**src/rtl/reg_debug_access.sv**
```systemverilog
// Debug-side initiator for the register file: accepts read/write commands, borrows the
// rs1 and writeback ports from the core when it can, and returns data or an error status.
module reg_debug_access #(
    parameter int unsigned ADDR_W    = 5,
    parameter int unsigned DATA_W    = 32,
    parameter int unsigned MAX_STALL = 15
) (
    input  logic              clk,
    input  logic              rst,
    input  logic              cmd_valid,
    output logic              cmd_ready,
    input  logic              cmd_write,
    input  logic [ADDR_W-1:0] cmd_addr,
    input  logic [DATA_W-1:0] cmd_wdata,
    output logic              rsp_valid,
    input  logic              rsp_ready,
    output logic [DATA_W-1:0] rsp_rdata,
    output logic              rsp_err,
    input  logic              halted,
    input  logic              cpu_regwrite,
    input  logic [ADDR_W-1:0] cpu_rd,
    input  logic [DATA_W-1:0] cpu_wdata,
    input  logic [ADDR_W-1:0] cpu_rs1,
    output logic              rf_regwrite,
    output logic [ADDR_W-1:0] rf_rd,
    output logic [DATA_W-1:0] rf_wdata,
    output logic [ADDR_W-1:0] rf_rs1,
    input  logic [DATA_W-1:0] rf_rdata1
);

    typedef enum logic [1:0] {StIdle, StAccess, StResp} state_e;

    state_e              state_q;
    logic                wr_q;
    logic [ADDR_W-1:0]   addr_q;
    logic [DATA_W-1:0]   wdata_q;
    logic [3:0]          stall_q;
    logic [DATA_W-1:0]   rsp_rdata_q;
    logic                rsp_err_q;
    logic                dbg_we;

    always_ff @(posedge clk or posedge rst) begin
        if (rst) begin
            state_q     <= StIdle;
            wr_q        <= 1'b0;
            addr_q      <= '0;
            wdata_q     <= '0;
            stall_q     <= '0;
            rsp_rdata_q <= '0;
            rsp_err_q   <= 1'b0;
        end else begin
            unique case (state_q)
                StIdle: begin
                    if (cmd_valid) begin
                        wr_q    <= cmd_write;
                        addr_q  <= cmd_addr;
                        wdata_q <= cmd_wdata;
                        stall_q <= '0;
                        state_q <= StAccess;
                    end
                end
                StAccess: begin
                    if (!halted) begin
                        rsp_rdata_q <= '0;
                        rsp_err_q   <= 1'b1;
                        state_q     <= StResp;
                    end else if (!wr_q) begin
                        rsp_rdata_q <= rf_rdata1;
                        rsp_err_q   <= 1'b0;
                        state_q     <= StResp;
                    end else if (!cpu_regwrite) begin
                        rsp_rdata_q <= '0;
                        rsp_err_q   <= 1'b0;
                        state_q     <= StResp;
                    end else if (stall_q == 4'(MAX_STALL)) begin
                        // Core kept the writeback port too long; give up without writing.
                        rsp_rdata_q <= '0;
                        rsp_err_q   <= 1'b1;
                        state_q     <= StResp;
                    end else begin
                        stall_q <= stall_q + 4'd1;
                    end
                end
                StResp: begin
                    if (rsp_ready) begin
                        state_q <= StIdle;
                    end
                end
                default: state_q <= StIdle;
            endcase
        end
    end

    assign cmd_ready = (state_q == StIdle);
    assign rsp_valid = (state_q == StResp);
    assign rsp_rdata = rsp_rdata_q;
    assign rsp_err   = rsp_err_q;

    // Core writeback always wins, so a debug write only goes out on a free cycle.
    assign dbg_we = (state_q == StAccess) && halted && wr_q && !cpu_regwrite;

    assign rf_regwrite = cpu_regwrite | dbg_we;
    assign rf_rd       = dbg_we ? addr_q : cpu_rd;
    assign rf_wdata    = dbg_we ? wdata_q : cpu_wdata;
    assign rf_rs1      = ((state_q == StAccess) && !wr_q) ? addr_q : cpu_rs1;

endmodule

```
**config.mk**
```make
export PLATFORM = sky130hd
export DESIGN_NAME = reg_debug_access
export DESIGN_NICKNAME = d
export VERILOG_FILES = /design/src/rtl/reg_debug_access.sv
export SDC_FILE = /design/constraint.sdc
export NUM_CORES = 1
export LEC_CHECK = 0
export CAP_MARGIN = 30
export CORE_ASPECT_RATIO = 1.1
export CORE_UTILIZATION = 30
export CTS_CLUSTER_DIAMETER = 30
export DETAILED_ROUTE_END_ITERATION = 10
export GPL_TIMING_DRIVEN = 0
export HOLD_SLACK_MARGIN = 0.08
export PLACE_DENSITY = 0.73
export SKIP_CTS_REPAIR_TIMING = 1
export SKIP_LAST_GASP = 1
export SLEW_MARGIN = 20
export SYNTH_ARGS = -nofsm -noshare
export SYNTH_HDL_FRONTEND = slang
export SYNTH_SLANG_ARGS = --single-unit
```
**constraint.sdc**
```tcl
create_clock -name clk -period 2.43 [get_ports clk]
set_clock_uncertainty 0.05 [all_clocks]
set_input_delay 0.6075 -clock clk [delete_from_list [all_inputs] [get_ports clk]]
set_output_delay 0.6075 -clock clk [all_outputs]
set_load 0.01 [all_outputs]
```
==> impl_results.md, run 1 <==
* Slew headroom at 62.1%
* Cell family contributing the most delay on the critical path: buffers and inverters
* Post-route DRC at 0
* Final HPWL DP at about 8.2 mm
* End point of the critical path: rf_rd[2]
* CP max stage cell: dfrtp_2
* Critical-path cell list: nand2b_4, nor3_4, buf_6, buf_6, buf_6, mux2_4, buf_6
* Vias/cell at 4.46
* First-pass GRT wire length at ~17 mm
* YS warnings at 0
* Port Buffers at ~200
* Crit Path Category: reg2out
* Leading area contributor after synthesis: dfrtp_1
* Hold slack at around 420 ps
* Num ports at 196
* Final Hold Viols at 0
* Filler cells at 1070
* CP Buf/Inv Count at 4
* Critical Path Sink Type: primary output
* R2R Path End: rsp_rdata[2]$_DFFE_PP0P_
* Synth Instances at ~380
* Root Driver: clkbuf_16
* Critical Path Start Type: flip-flop
* Status: finished with violations
* P&R area growth vs syn at 75.4%
* Post-Syn Nets at 503
* Worst r2r path cells at 5
* GP Congestion at roughly 0.74
* Largest net degree at the start of global routing at 31
* Commonest non-fill, non-tap cells in the layout: nand2_1, clkdlybuf4s50_1, dfrtp_1
* Layout cell share with drive strength beyond 1 at roughly 22%
* Unrepaired setup endpoints after global routing: yes
* DR WL/cell at 14.9 um
* Final net count at ~730
* Final std cell area, no fill at 6620 sq um
* CTS tree: built
* Cell Area, Synth at approximately 3800 sq um
* Post-synthesis sequential area ratio at between 50% and 60%
* Initial Utilization at between 30% and 40%
* Via count at around 3400
* Worst-path clk slew at around 60 ps
* Critical Path Fanout Max at 7
* Die width at about 110 um
* Final non-filler cell total at 767
* Vias in the first global route at between 3000 and 4000
* Fmax at 0.387 GHz
* Hold path start: wdata_q[26]$_DFFE_PP0P_
* Period utilization at 106%
* Routed Antenna Nets at 0
* Max Buffers Root-to-Sink at 2
* Cell Count Post-Placement at 735
* Synth top area cells: dfrtp_1, nand2_1, mux2_2
* Detailed Route Iter0 Violations at about 130
* Chip height at about 120 um
* Critical path depth at 7
* Hold/Removal Path Class: reg2reg
* # rows at 42
* Fin. max-slew vios at 0
* Clk sinks at 77
* Yosys reg bits at between 70 and 80
* Slew @ Worst Pin at roughly 570 ps
* Placed cell area at ~6000 sq um
* Violated checks: negative setup slack
* Setup ws final at -155 ps
* Fin crit period at 2580 ps
* H-tree depth at 3
* Average size of a mapped cell at between 9 and 10 sq um
* Worst EP required at 1770 ps
* Crit path arrival time at 1930 ps
* Most Frequent Cell on Critical Path: buf_6
* Critical Path Start: state_q[1]$_DFFE_PP0P_
* VDD IR max at about 550 uV
* Initial antenna violation count at 1
* Static leakage at approximately 3.1 nW
* Share of the synthesized area in the top cell type at 51.1%
* TritonCTS buffer count at 9
* Total track usage at 16.7%
* Clk_lat worst skew at 320 ps
* Die Area at approximately 13000 sq um
* Flop-to-flop setup slack at 740 ps
* Crit path largest cell delay at roughly 410 ps
* Grt total ovfl at 0
* Final Setup Violations at 35
* Core footprint at approximately 12000 sq um
* Synth cell types at 26
* Maxcap violations at 0
* Pwr Density at 909 nW/um^2
* Total Wirelength at 11.4 mm
* Reg-to-reg critical path startpoint: stall_q[0]$_DFFE_PP0P_
* First-pass iteration count of the detailed router at 4
-- metal layers --
metal	up-vias	global-route usage, %	part of all wire [%]
met3	14	4.73	8.4
met1	1616	18.4	38
met5	-	0	0
li1	1660	-	-
met4	0	6.17	1.4
met2	127	30.0	52
-- worst min path at each step --
stage | to | cells after the start
2_1_floorplan | wdata_q[0]$_DFFE_PP0P_ | 2
3_3_place_gp | wdata_q[25]$_DFFE_PP0P_ | 2
3_5_place_dp | wdata_q[26]$_DFFE_PP0P_ | 2
4_1_cts | wdata_q[9]$_DFFE_PP0P_ | 2
5_1_grt | wdata_q[3]$_DFFE_PP0P_ | 2
6_report | wdata_q[26]$_DFFE_PP0P_ | 2
-- state kept, by name, summed over array words and instances (netlist names) --
signal and flops:
rsp_rdata 32, wdata_q 32, addr_q 5, stall_q 4, state_q 2, rsp_err 1
wr_q 1
-- worst reg2reg max path, stage by stage (launching register included) --
cell     delay (ps)
dfrtp_1         370
ha_1            200
nand3_1         190
a21oi_4         340
buf_6           220
mux2i_1         220
-- metrics by stage --
step                      setup WS [ps]  setup TNS, ps  total power [mW]  util (%)
final                              -155          -3850              6.02      54.5
after detailed placement          -1240         -44570              4.60      49.1
after global placement            -1180         -43190              4.49      48.8
after global routing               -224          -6310              6.43      54.5
after CTS                         -1240         -46330              5.94      51.4
after floorplan                     126              0              3.37         -
-- cells in the mapped netlist --
library cell and number:
dfrtp_1 77, or3b_2 1, mux2_1 2, o21bai_1 1, mux2_2 42, ha_1 1, nand2b_1 1, a21o_1 1
clkbuf_1 6, nand2_1 152, nand4_1 2, mux2i_1 34, nor3b_1 1, buf_2 8, buf_6 6, inv_1 35
nand3_1 1, nand2b_4 1, and4b_1 1, a22o_1 1, a31oi_1 1, nor2_1 2, and3_1 2, nor2b_1 3
a21oi_4 1, nor3_4 1
-- cells by family after synthesis --
| logic type | after synthesis | share of synthesized area, % |
|---|---|---|
| compound gates | 5 | 1.23 |
| buf+inv | 55 | 6.93 |
| fa+ha+maj | 1 | 0.332 |
| mux | 78 | 22.2 |
| simple gates | 168 | 18.3 |
| flops | 77 | 51.1 |
-- power breakdown --
part	leakage [nW]	internal [mW]	total, mW	switching [mW]
clock	0.139	0.811	1.29	0.476
combinational	2.02	1.38	2.52	1.14
sequential	0.983	1.85	2.21	0.364
-- layout make-up --
type	count	area, sq um	area share [%]
Clock buffer	12	246	3.73
Multi-Input combinational cell	252	1700	25.7
Tap cell	154	193	2.91
Sequential cell	77	1930	29.2
Clock inverter	2	35.0	0.530
Inverter	35	135	2.04
Buffer	19	126	1.91
Timing Repair Buffer	215	2240	33.9
Antenna cell	1	2.50	0.0378
Power figures use the tool's default switching activity.
==> run 2, diff against run 1 <==
Settings changed: CTS_CLUSTER_SIZE set to 30, GPL_TIMING_DRIVEN 0 to unset.
==> run 2 against run 1 <==
Compared with the run above:
- hold slack improved by 4.6 ps
- largest cell class unchanged
- largest power group unchanged
- the flow still finishes with violations (negative setup slack)
- clock power increased by 12%
- critical path depth decreased by 1
==> impl_results.md, run 2 (synthesized netlist as in run 1, its figures left out) <==
* Num ports at between 150 and 200
* Switching Fraction at 32.9%
* Unrepaired setup endpoints after global routing: yes
* Fmax at 0.401 GHz
* P&R area growth vs syn at 74.1%
* Internal at ~4.1 mW
* Clock network power share at around a quarter
* Crit path largest cell delay at ~370 ps
* Detailed Route Iter0 Violations at 115
* Worst slack, placed at -808 ps
* Clk_lat worst skew at about 330 ps
* Worst EP required at around 1800 ps
* Hold slack at around 430 ps
* Cell Count Post-Placement at between 700 and 800
* Final Hold Viols at 0
* Total track usage at between 10% and 20%
* Port Buffers at ~200
* GP Congestion at between 0.7 and 0.8
* Post-route DRC at 0
* CTS tree: built
* Initial antenna violation count at 1
* Grt total ovfl at 0
* Fin crit period at ~2500 ps
* Hold/Removal Path Class: reg2reg
* Filler cells at between 1000 and 1500
* Die Area at 13000 sq um
* Reg-to-reg critical path startpoint: state_q[1]$_DFFE_PP0P_
* Critical Path Start: state_q[1]$_DFFE_PP0P_
* Static leakage at ~3.1 nW
* Routed Antenna Nets at 0
* Layout cell share with drive strength beyond 1 at between 20% and 30%
* Largest net degree at the start of global routing at slightly below 80
* Critical Path Sink Type: primary output
* Pwr Density at around 930 nW/um^2
* Initial Utilization at between 30 and 40%
* Final non-filler cell total at 752
* Final net count at just over 700
* Critical Path Start Type: flip-flop
* Crit Path Category: reg2out
* Total Power at around 6.1 mW
* Status: finished with violations
* Sequential Power Share at between 30% and 40%
* Setup_tns at -1350 ps
* Max Buffers Root-to-Sink at 2
* Clk sinks at 77
* Vias in the first global route at roughly 3400
* Chip height at 120 um
* Combinational power share at just over 40%
* Worst r2r path cells at 6
* Slew @ Worst Pin at 411 ps
* Final Setup Violations at 37
* R2R Path End: wdata_q[31]$_DFFE_PP0P_
* Final HPWL DP at between 7 and 8 mm
* Crit path arrival time at roughly 1800 ps
* Commonest non-fill, non-tap cells in the layout: nand2_1, clkdlybuf4s50_1, dfrtp_1
* End point of the critical path: rf_rd[3]
* Critical Path Fanout Max at 6
* Setup ws final at -61.4 ps
* Period utilization at 103%
* First-pass iteration count of the detailed router at 4
* H-tree depth at 3
* Die width at between 100 and 150 um
* Switching power at a little over 2 mW
* Flop-to-flop setup slack at slightly below 800 ps
* Most common cell after layout, fill and taps aside: nand2_1
* Root Driver: clkbuf_16
* VDD IR max at a little under 600 uV
* Total Wirelength at 11.0 mm
* First-pass GRT wire length at roughly 16 mm
* CP max stage cell: dfrtp_1
* Final std cell area, no fill at between 6000 and 7000 sq um
* Maxcap violations at 0
* Vias/cell at 4.53
* Critical-path cell list: nand2b_4, nor3_4, buf_12, clkbuf_16, mux2_2, clkbuf_2
* Placed cell area at slightly below 6000 sq um
* Violated checks: negative setup slack
* TritonCTS buffer count at 9
* Core footprint at between 10000 and 15000 sq um
* Fin. max-slew vios at 0
* Slew headroom at 72.6%
* Via count at ~3400
* DR WL/cell at ~15 um
* Worst-path clk slew at roughly 60 ps
* # rows at between 40 and 50
* Final core utilization at a little over half
## run 2: final cells by class
| class | instances | area (sq um) | area share [%] |
|---|---|---|---|
| Multi-Input combinational cell | 252 | 1730 | 26.3 |
| Antenna cell | 1 | 2.50 | 0.0381 |
| Sequential cell | 77 | 1930 | 29.3 |
| Tap cell | 154 | 193 | 2.93 |
| Clock inverter | 7 | 98.8 | 1.50 |
| Clock buffer | 9 | 225 | 3.43 |
| Timing Repair Buffer | 217 | 2260 | 34.4 |
| Inverter | 35 | 135 | 2.06 |
## run 2: metal layers
layer / GRT usage [%] / share of wire [%]
met5: 0 / 0
met2: 27.9 / 52
met4: 4.05 / 0.81
met3: 5.54 / 8.5
met1: 18.2 / 39
## run 2: critical path, delay by kind of cell, from the launching register on
kind          cells  cell delay [ps]
mux               1              320
buf+inv           3              460
simple gates      2              350
flops             1              370
## run 2: worst min path at each step
stage	startpoint	endpoint	slack (ps)	cells after the start
final	wdata_q[5]$_DFFE_PP0P_	wdata_q[5]$_DFFE_PP0P_	430	2
after floorplan	wdata_q[0]$_DFFE_PP0P_	wdata_q[0]$_DFFE_PP0P_	390	2
after detailed placement	wdata_q[16]$_DFFE_PP0P_	wdata_q[16]$_DFFE_PP0P_	410	2
after CTS	wdata_q[16]$_DFFE_PP0P_	wdata_q[16]$_DFFE_PP0P_	430	2
after global routing	wdata_q[1]$_DFFE_PP0P_	wdata_q[1]$_DFFE_PP0P_	450	2
after global placement	wdata_q[1]$_DFFE_PP0P_	wdata_q[1]$_DFFE_PP0P_	410	2
## run 2: power groups by stage
stage                     combinational (mW)  clock, mW  sequential, mW
after global placement                  2.38          0            2.15
after detailed placement                2.46          0            2.17
after CTS                               2.47       1.49            2.16
after floorplan                         1.16          0            2.22
after global routing                    2.76       1.53            2.23
final                                   2.52       1.45            2.17
